[src/rtl/asr_shift_sequencer.sv]
// Multi-cycle arithmetic-right-shift sequencer: one sign-filling shift per clock, result in dout.
// Optional sticky output (OR of all shifted-out bits) is enabled by defining ASR_SEQ_STICKY_EN.
module asr_shift_sequencer (
  input  logic       clk,
  input  logic       rst_n,
  input  logic       start,
  input  logic [9:0] din,
  input  logic [3:0] shamt,
  output logic       busy,
  output logic       done,
`ifdef ASR_SEQ_STICKY_EN
  output logic       sticky,
`endif
  output logic [9:0] dout
);

  typedef enum logic [1:0] {
    IDLE  = 2'd0,
    SHIFT = 2'd1,
    DONE  = 2'd2
  } state_e;

  state_e     state_q, state_d;
  logic [9:0] work_q, work_d;
  logic [3:0] cnt_q, cnt_d;
  logic [9:0] dout_q, dout_d;

  logic       accept;
  logic       last_shift;
  logic [3:0] k_clamped;
  logic [9:0] work_shr;

  assign accept     = start && (state_q != SHIFT);
  assign k_clamped  = (shamt > 4'd9) ? 4'd9 : shamt;
  assign last_shift = (state_q == SHIFT) && (cnt_q <= 4'd1);
  assign work_shr   = {work_q[9], work_q[9:1]};

  always_ff @(posedge clk or negedge rst_n) begin
    if (!rst_n) begin
      state_q <= IDLE;
    end else begin
      state_q <= state_d;
    end
  end

  always_comb begin
    state_d = state_q;
    case (state_q)
      IDLE, DONE: begin
        if (start) begin
          state_d = (k_clamped == 4'd0) ? DONE : SHIFT;
        end else begin
          state_d = IDLE;
        end
      end
      SHIFT: begin
        if (last_shift) begin
          state_d = DONE;
        end
      end
      default: state_d = IDLE;
    endcase
  end

  always_comb begin
    busy = (state_q == SHIFT);
    done = (state_q == DONE);
    dout = dout_q;
  end

  // A zero-length job publishes din straight away; otherwise dout changes only on the final shift.
  always_comb begin
    work_d = work_q;
    cnt_d  = cnt_q;
    dout_d = dout_q;
    if (accept) begin
      work_d = din;
      cnt_d  = k_clamped;
      if (k_clamped == 4'd0) begin
        dout_d = din;
      end
    end else if (state_q == SHIFT) begin
      work_d = work_shr;
      cnt_d  = cnt_q - 4'd1;
      if (last_shift) begin
        dout_d = work_shr;
      end
    end
  end

  always_ff @(posedge clk or negedge rst_n) begin
    if (!rst_n) begin
      work_q <= 10'h000;
      cnt_q  <= 4'd0;
      dout_q <= 10'h000;
    end else begin
      work_q <= work_d;
      cnt_q  <= cnt_d;
      dout_q <= dout_d;
    end
  end

`ifdef ASR_SEQ_STICKY_EN
  logic acc_q, acc_d;
  logic sticky_q, sticky_d;

  // acc collects bits lost so far; sticky is published alongside dout and held with it.
  always_comb begin
    acc_d    = acc_q;
    sticky_d = sticky_q;
    if (accept) begin
      acc_d = 1'b0;
      if (k_clamped == 4'd0) begin
        sticky_d = 1'b0;
      end
    end else if (state_q == SHIFT) begin
      acc_d = acc_q | work_q[0];
      if (last_shift) begin
        sticky_d = acc_q | work_q[0];
      end
    end
  end

  always_ff @(posedge clk or negedge rst_n) begin
    if (!rst_n) begin
      acc_q    <= 1'b0;
      sticky_q <= 1'b0;
    end else begin
      acc_q    <= acc_d;
      sticky_q <= sticky_d;
    end
  end

  assign sticky = sticky_q;
`endif

endmodule

[config.mk]
export PLATFORM = sky130hd
export DESIGN_NAME = asr_shift_sequencer
export DESIGN_NICKNAME = d
export VERILOG_FILES = /design/src/rtl/asr_shift_sequencer.sv
export SDC_FILE = /design/constraint.sdc
export NUM_CORES = 1
export LEC_CHECK = 0
export ABC_AREA = 1
export CAP_MARGIN = 20
export CORE_MARGIN = 2
export CORE_UTILIZATION = 37
export CTS_BUF_LIST = sky130_fd_sc_hd__clkbuf_16
export CTS_CLUSTER_DIAMETER = 200
export DETAILED_ROUTE_END_ITERATION = 10
export HOLD_SLACK_MARGIN = 0.03
export SLEW_MARGIN = 20
export SYNTH_ARGS = -nofsm -noshare
export SYNTH_HDL_FRONTEND = slang
export SYNTH_SLANG_ARGS = --single-unit
[constraint.sdc]
create_clock -name clk -period 1.25 [get_ports clk]
set_clock_uncertainty 0.1 [all_clocks]
set_input_delay 0.25 -clock clk [delete_from_list [all_inputs] [get_ports clk]]
set_output_delay 0.25 -clock clk [all_outputs]
set_load 0.05 [all_outputs]
==> results.json, run 1 <==
{
  "gp_congestion": 0.833,
  "viasPerCell": 5.18,
  "clk_pin_slew_ps": 70,
  "min_period_ps": 1460,
  "grt-ovfl-total": 0,
  "crit_type": "register to register",
  "pre_cts_ws_ps": -405,
  "outcome": "complete, but fails checks",
  "wl_um": 4470,
  "firstDrtPassIters": 4,
  "ys.flop_type": "dfrtp_1",
  "core-area_mm2": 0.00336,
  "antenna_found_initial": 0,
  "fin_util": 0.759,
  "p_seq_frac": 0.212,
  "cts_tree": "done",
  "crit_slowest_cell": "dfrtp_1",
  "start_util": 0.386,
  "synth_area_leaders": "dfrtp_1 48%, nand2_1 13%, nand3_1 12%, nor2_1 4.3%, a31oi_1 3.9%",
  "p_clk_frac": 0.092,
  "synth_top_area_share": 0.482,
  "cts_htree_levels": 1,
  "synth_seq_cells": 25,
  "vias": 1419,
  "place_area_mm2": 0.00198,
  "max_freq_ghz": 0.683,
  "cp_max_fo": 5,
  "antenna_cells": 0,
  "port_buffers": 28,
  "avgSynthCellArea_um2": 8.22,
  "finalCritPeriodShare": 1.17,
  "p_per_area_mw_per_mm2": 3090,
  "cts.sinks": 25,
  "synth.top_cells.by_count": "45 x nand2_1, 32 x nand3_1, 25 x dfrtp_1, 15 x nor2_1, 8 x a31oi_1",
  "slowest_delay_ps": 390,
  "final_nets": 248,
  "finalHoldViolations": 0,
  "cp_data_required_time_ps": 1350,
  "cts_made_buffers": 3,
  "insertion_delay_ps": 260,
  "fin_tns_setup_ps": -3630,
  "fin_area_mm2": 0.00255,
  "drtAntennaViolNets": 0,
  "area_growth_pct": 96.6,
  "cts_buffer_depth": 2,
  "layout.area.seq_um2": 626,
  "die_w_um": 63.2,
  "first_global_vias": 1458,
  "grt_max_degree": 26,
  "syn_area_mm2": 0.00130,
  "fin_ws_ps": -215,
  "route.detailed.drc": 0,
  "seq_area_frac_synth": 0.482,
  "yosysMostFrequentCell": "nand2_1",
  "leakagePower_nw": 1.21,
  "die_area_mm2": 0.00400,
  "drv_cap": 0,
  "pwr-share-comb": 0.696,
  "timing.slew.headroom": 0.798,
  "swShare": 0.440,
  "fin_cells": 274,
  "min_path_type": "input pin to asynchronous set/reset pin",
  "dpl.cell_count": 252,
  "drtIter0Drc": 65,
  "whs_ps": 245,
  "rows": 21,
  "avgRoutedWirePerCell_um": 16.3,
  "rsz0062_at_grt": "yes",
  "die_h_um": 63.2,
  "worst_slew_pin_slew_ps": 304,
  "cts-root-buf": "clkbuf_16",
  "synth_cell_types": 19,
  "fin_total_pwr_mw": 7.90,
  "setup-violations-final": 25,
  "p_int_mw": 4.42,
  "syn_inst": 158,
  "layout-drive-gt1-share": 0.478,
  "pin_count": 29,
  "critPathArrivalTime_ps": 1570,
  "cp-end-kind": "register",
  "multi_input_area_um2": 847,
  "fillers": 228,
  "cp-start-kind": "register",
  "path_cells": "inv_2, ha_2, inv_2, nand2_4, nand3_4, buf_6, nand2_8, nand3_1, nand2_1",
  "synth_top_area_cell": "dfrtp_1",
  "dp.final_hpwl_um": 2500,
  "critPathMostFrequentCell": "inv_2",
  "vdd_drop_max_v": 0.00163,
  "violations": "setup timing",
  "synth-edff-count": 0,
  "power.switching_mw": 3.48,
  "synth_nets": 177,
  "async_reset_ff_frac": 1.00,
  "hold_buffers": 0,
  "grt_usage": 0.221,
  "slew_viol_final": 0,
  "ys.warnings.count": 0,
  "grt_pass1_wl_um": 6930
}
[worst paths after layout]
| path | start | to | slack [ps] | depth (start not counted) |
|---|---|---|---|---|
| worst min-delay path | rst_n | cnt_q[2]$_DFFE_PN0P_ | 240 | 2 |
| worst max-delay path | cnt_q[1]$_DFFE_PN0P_ | dout[3]$_DFFE_PN0P_ | -210 | 9 |
| min in group clk | shamt[0] | cnt_q[0]$_DFFE_PN0P_ | 310 | 4 |
| max in group asynchronous | rst_n | dout[0]$_DFFE_PN0P_ | 650 | 2 |
| worst min register to register | work_q[6]$_DFFE_PN0P_ | work_q[6]$_DFFE_PN0P_ | 450 | 2 |
| worst max register to register | cnt_q[1]$_DFFE_PN0P_ | dout[3]$_DFFE_PN0P_ | -210 | 9 |
[layout make-up]
type,count,area share
inverter,10,0.0206
timing repair buffer,70,0.349
sequential,25,0.245
multi-input combinational,119,0.332
clock buffer,3,0.0294
clock inverter,1,0.00147
tap,46,0.0225
[cells by family after synthesis]
group           after synthesis  synth area share
compound gates               13            0.0636
xor+xnor                      1           0.00674
fa+ha+maj                     2            0.0193
buf+inv                      15            0.0617
flops                        25             0.482
simple gates                102             0.367
[state kept, by name (all words and copies together) (netlist names)]
register	cells
dout	10
state_q	2
work_q	9
cnt_q	4
[power groups by stage]
stage,clock network [mW],registers (mW),logic [mW]
2_1_floorplan,0,2.08,1.62
5_1_grt,0.766,1.72,5.82
4_1_cts,0.725,1.61,5.03
6_report,0.723,1.67,5.50
3_3_place_gp,0,1.60,3.82
3_5_place_dp,0,1.61,3.91
[placed cells by master, fill, tap and decap left out, drive strengths merged]
master | Yosys | layout
a31oi | 8 | 8
buf | 5 | 53
clkbuf | 0 | 4
clkdlybuf4s50 | 0 | 14
dfrtp | 25 | 25
dlygate4sd2 | 0 | 1
dlymetal6s2s | 0 | 1
ha | 2 | 2
inv | 10 | 11
nand2 | 51 | 52
nand3 | 33 | 33
nand3b | 2 | 2
nor2 | 16 | 16
o211ai | 3 | 3
o21ai | 2 | 2
xnor2 | 1 | 1
[worst max-delay path: cells and delay by family (launching register included)]
family / cells / cell delay (ps)
adders and majority gates: 1 / 180
buffers and inverters: 3 / 330
DFF: 1 / 390
and+or+nand+nor: 5 / 400
[metal layers]
layer | GRT usage | vias up | routed length (um) | share of wire
met1 | 0.265 | 691 | 1740 | 0.39
met5 | 0 | - | 0 | 0
met2 | 0.392 | 48 | 2440 | 0.55
met3 | 0.0446 | 10 | 192 | 0.043
met4 | 0.0761 | 0 | 93 | 0.021
li1 | - | 670 | - | -
[repair_timing]
item                       CTS  global route
pin swaps                   14            10
gates resized for setup     41            34
gates cloned                 3             1
setup endpoints to repair   26            27
setup buffers               10             7
Note: power is estimated with default switching activity, not from simulation.
==> inputs of run 2 (changes only) <==
--- a/config.mk
+++ b/config.mk
@@ -13,6 +13,8 @@
 export CTS_CLUSTER_DIAMETER = 200
 export DETAILED_ROUTE_END_ITERATION = 10
 export HOLD_SLACK_MARGIN = 0.03
+export MAX_ROUTING_LAYER = met4
+export PLACE_DENSITY = 0.64
 export SLEW_MARGIN = 20
 export SYNTH_ARGS = -nofsm -noshare
 export SYNTH_HDL_FRONTEND = slang
==> results.json, run 2 (synthesis results as in run 1) <==
{
  "antenna_cells": 0,
  "crit_slowest_cell": "dfrtp_1",
  "grt_max_degree": 26,
  "cp-start-kind": "register",
  "layout.area.seq_um2": 626,
  "cts_buffer_depth": 2,
  "die_w_um": 63.2,
  "cts_htree_levels": 1,
  "fin_ws_ps": -211,
  "insertion_delay_ps": 260,
  "drtAntennaViolNets": 0,
  "slowest_delay_ps": 400,
  "cp_max_fo": 2,
  "fin_total_pwr_mw": 7.48,
  "critPathArrivalTime_ps": 1110,
  "firstDrtPassIters": 4,
  "violations": "setup timing",
  "grt_usage": 0.201,
  "vdd_drop_max_v": 0.00147,
  "cp_num_buf_inv": 3,
  "outcome": "complete, but fails checks",
  "core-area_mm2": 0.00336,
  "hold_buffers": 0,
  "setup-violations-final": 26,
  "final_common_cell": "nand2_1",
  "cts_made_buffers": 3,
  "clk_pin_slew_ps": 60,
  "max_freq_ghz": 0.685,
  "p_int_mw": 4.23,
  "area_growth_pct": 88.2,
  "cts-root-buf": "clkbuf_16",
  "crit_type": "register to output pin",
  "fillers": 259,
  "viasPerCell": 5.07,
  "cp_data_required_time_ps": 900,
  "rsz0062_at_grt": "yes",
  "gp_congestion": 0.905,
  "r2r_start": "state_q[0]$_DFFE_PN0P_",
  "multi_input_area_um2": 837,
  "path_cells": "buf_6, nor2_4, buf_6, buf_12",
  "route.detailed.drc": 0,
  "die_area_mm2": 0.00400,
  "cts.sinks": 25,
  "grt_pass1_wl_um": 6100,
  "rrSetupSlack_ps": -200,
  "mostFrequentLayoutCells": "37 x nand2_1, 26 x buf_4, 25 x dfrtp_1",
  "start_util": 0.386,
  "wl_um": 3830,
  "die_h_um": 63.2,
  "avgRoutedWirePerCell_um": 14.2,
  "min_path_type": "input pin to asynchronous set/reset pin",
  "port_buffers": 28,
  "worst_slew_pin_slew_ps": 369,
  "dp.final_hpwl_um": 2420,
  "cp-end-kind": "output pin",
  "swShare": 0.435,
  "worst_r2r_path_depth": 6,
  "path_delay_family": "flip-flops",
  "critPathMostFrequentCell": "buf_6",
  "power.switching_mw": 3.25,
  "finalCritPeriodShare": 1.17,
  "first_global_vias": 1415,
  "drv_cap": 0,
  "layout-drive-gt1-share": 0.464,
  "finalHoldViolations": 0,
  "place_area_mm2": 0.00196,
  "grt-ovfl-total": 0,
  "p_per_area_mw_per_mm2": 3060,
  "reg2reg_to": "work_q[7]$_DFFE_PN0P_",
  "largest_register_ff_count": 10,
  "p_seq_frac": 0.221,
  "vias": 1369,
  "timing.slew.headroom": 0.753,
  "cts_tree": "done",
  "rows": 21,
  "pin_count": 29,
  "final_nets": 244,
  "slew_viol_final": 0,
  "leakagePower_nw": 1.16,
  "pwr-share-comb": 0.685,
  "min_period_ps": 1460,
  "p_clk_frac": 0.094,
  "drtIter0Drc": 53,
  "antenna_found_initial": 0,
  "fin_area_mm2": 0.00244
}
-- run 2: cell type report --
class	count	share of cell area
multi-input combinational	118	0.342
timing repair buffer	67	0.328
sequential	25	0.256
clock buffer	3	0.0307
tap	46	0.0235
inverter	10	0.0174
clock inverter	1	0.00205
-- run 2: through the flow --
step	hold slack [ps]	utilization	std cells	setup TNS [ps]	setup WS [ps]
after floorplan	-146	-	158	-1980	-192
after global placement	406	0.583	251	-7780	-363
after detailed placement	415	0.583	251	-8470	-400
after CTS	247	0.692	267	-2900	-211
after global routing	262	0.727	270	-5020	-247
final	247	0.727	270	-3600	-211
-- run 2: power groups by stage --
stage | clock network, mW | logic (mW) | registers [mW]
global route | 0.746 | 5.43 | 1.70
finish | 0.703 | 5.12 | 1.65
detailed placement | 0 | 3.91 | 1.60
floorplan | 0 | 1.62 | 2.08
CTS | 0.721 | 4.72 | 1.63
global placement | 0 | 3.82 | 1.59
-- run 2: worst register-to-register path, delay by kind of cell, from the launching register on --
kind,cells,cell delay [ps]
flops,1,400
buf+inv,3,550
simple gates,2,150
compound gates,1,170
-- run 2: worst max-delay path by stage --
stage | to | cells past startpoint | slack [ps] | from
floorplan | done | 2 | -190 | state_q[1]$_DFFE_PN0P_
global placement | dout[9]$_DFFE_PN0P_ | 7 | -360 | shamt[2]
detailed placement | cnt_q[2]$_DFFE_PN0P_ | 7 | -400 | start
CTS | busy | 4 | -210 | state_q[1]$_DFFE_PN0P_
global route | busy | 4 | -250 | state_q[1]$_DFFE_PN0P_
finish | busy | 4 | -210 | state_q[1]$_DFFE_PN0P_
-- run 2: metal layers --
metal / track usage / share of wire / vias up
met4: 0.0924 / 0.033 / 0
met5: - / 0 / -
li1: - / - / 662
met2: 0.358 / 0.52 / 40
met1: 0.223 / 0.39 / 656
met3: 0.0304 / 0.048 / 11
-- run 2: timing repair --
action                     in CTS  in global routing
cloned                          1                  1
setup endpoints to repair      25                 26
buffers inserted               11                  2
pin swaps                       7                  6
gates resized for setup        40                 18
==> inputs of run 3 (changes only) <==
--- a/config.mk
+++ b/config.mk
@@ -8,13 +8,13 @@
 export ABC_AREA = 1
 export CAP_MARGIN = 20
 export CORE_MARGIN = 2
-export CORE_UTILIZATION = 37
+export CORE_UTILIZATION = 44
 export CTS_BUF_LIST = sky130_fd_sc_hd__clkbuf_16
 export CTS_CLUSTER_DIAMETER = 200
 export DETAILED_ROUTE_END_ITERATION = 10
 export HOLD_SLACK_MARGIN = 0.03
 export MAX_ROUTING_LAYER = met4
-export PLACE_DENSITY = 0.64
+export PLACE_DENSITY = 0.74
 export SLEW_MARGIN = 20
 export SYNTH_ARGS = -nofsm -noshare
 export SYNTH_HDL_FRONTEND = slang
==> results.json, run 3 (synthesis results as in run 1) <==
{
  "cp_data_required_time_ps": 1310,
  "avgRoutedWirePerCell_um": 18.8,
  "port_buffers": 28,
  "area_growth_pct": 91.4,
  "worst_slew_pin_slew_ps": 293,
  "insertion_delay_ps": 270,
  "fillers": 123,
  "pin_count": 29,
  "cts_htree_levels": 1,
  "fin_ws_ps": -218,
  "min_path_cells": 3,
  "p_int_mw": 4.24,
  "min_period_ps": 1470,
  "vdd_drop_max_v": 0.00334,
  "critPathArrivalTime_ps": 1530,
  "cp-end-kind": "register",
  "die_h_um": 58.3,
  "largest_register_ff_count": 10,
  "wl_um": 4790,
  "cts.sinks": 25,
  "firstDrtPassIters": 4,
  "fin_total_pwr_mw": 7.86,
  "grt_max_degree": 26,
  "finalCritPeriodShare": 1.17,
  "viasPerCell": 5.80,
  "outcome": "complete, but fails checks",
  "power.switching_mw": 3.62,
  "cp-start-kind": "register",
  "setup-violations-final": 24,
  "p_seq_frac": 0.220,
  "mostFrequentLayoutCells": "35 x nand2_1, 25 x dfrtp_1, 23 x buf_4",
  "p_clk_frac": 0.097,
  "cts_tree": "done",
  "final_nets": 244,
  "timing.slew.headroom": 0.805,
  "p_per_area_mw_per_mm2": 3160,
  "start_util": 0.467,
  "worst_r2r_path_depth": 8,
  "drtAntennaViolNets": 0,
  "cp_max_fo": 7,
  "pwr-share-comb": 0.683,
  "swShare": 0.461,
  "slew_viol_final": 0,
  "gp_congestion": 0.816,
  "grt-ovfl-total": 0,
  "place_area_mm2": 0.00194,
  "leakagePower_nw": 1.14,
  "drv_cap": 0,
  "crit_type": "register to register",
  "dp.final_hpwl_um": 2580,
  "hold_buffers": 0,
  "antenna_found_initial": 0,
  "first_global_vias": 1432,
  "die_w_um": 58.3,
  "layout-drive-gt1-share": 0.500,
  "vias": 1480,
  "antenna_cells": 0,
  "cts_made_buffers": 3,
  "rsz0062_at_grt": "yes",
  "route.detailed.drc": 0,
  "max_freq_ghz": 0.681,
  "cts_buffer_depth": 2,
  "cts-root-buf": "clkbuf_16",
  "core-area_mm2": 0.00278,
  "fin_tns_setup_ps": -3710,
  "rows": 19,
  "grt_usage": 0.265,
  "min_path_type": "input pin to register",
  "violations": "setup timing",
  "grt_pass1_wl_um": 6440,
  "finalHoldViolations": 0,
  "fin_area_mm2": 0.00249,
  "clk_pin_slew_ps": 70,
  "final_common_cell": "nand2_1",
  "die_area_mm2": 0.00340,
  "drtIter0Drc": 64
}
## run 3: changes by cell type in the layout (fill, tap and decap cells not counted), moves of 3 or more
cell	previous run	this run
a31oi_1	5	1
nand2_2	7	10
buf_6	8	12
nor2_4	5	9
buf_4	26	23
a31oi_4	3	7
nor2_1	9	2
nor2_2	2	5
## run 3: worst paths after layout
path,slack (ps),from,to
setup / recovery,-220,state_q[0]$_DFFE_PN0P_,dout[7]$_DFFE_PN0P_
hold / removal,190,shamt[2],cnt_q[2]$_DFFE_PN0P_
max in group asynchronous,670,rst_n,state_q[1]$_DFFE_PN0P_
hold reg to reg,470,dout[2]$_DFFE_PN0P_,dout[2]$_DFFE_PN0P_
setup reg to reg,-220,state_q[0]$_DFFE_PN0P_,dout[7]$_DFFE_PN0P_
min in group asynchronous,230,rst_n,cnt_q[2]$_DFFE_PN0P_
## run 3: cell type report
class | instances | area, um2 | share of cell area
repair buffers | 66 | 773 | 0.311
clock buffers | 3 | 75.1 | 0.0302
inverters | 10 | 45.0 | 0.0181
multi-input cells | 119 | 921 | 0.370
clock inverters | 1 | 7.51 | 0.00302
flip-flops and latches | 25 | 626 | 0.252
well taps | 31 | 38.8 | 0.0156
## run 3: critical path, cell delays in order, from the launching register on
cell and delay, ps:
dfrtp_1 420, buf_6 140, nand2_8 90, nand2_8 80
buf_6 150, nand2_1 130, nand2_1 80, nand3_1 100
nand2_1 60
## run 3: per-layer routing
| metal | track usage | vias up | wire length, um |
|---|---|---|---|
| met5 | - | - | 0 |
| met1 | 0.293 | 715 | 1770 |
| li1 | - | 665 | - |
| met4 | 0.156 | 0 | 205 |
| met2 | 0.451 | 79 | 2520 |
| met3 | 0.0374 | 21 | 293 |
## run 3: power by group through the flow
stage / clock network [mW] / registers, mW / logic (mW)
floorplan: 0 / 2.08 / 1.62
global placement: 0 / 1.59 / 3.74
detailed placement: 0 / 1.62 / 3.85
CTS: 0.744 / 1.62 / 4.52
global route: 0.783 / 1.77 / 5.65
finish: 0.759 / 1.73 / 5.37
## run 3: timing repair
item / CTS / global route
setup endpoints to repair: 25 / 26
resized for setup: 38 / 42
buffers inserted: 10 / 2
gates cloned: 1 / 1
pin swaps: 12 / 14
## run 3: metrics by stage
stage          hold WS, ps  cells  utilization  setup WS [ps]
6_report               191    255        0.894           -218
5_1_grt                221    255        0.894           -299
4_1_cts                244    252        0.802           -190
3_5_place_dp           430    237        0.697           -427
3_3_place_gp           415    237        0.697           -379
2_1_floorplan         -146    158            -           -192
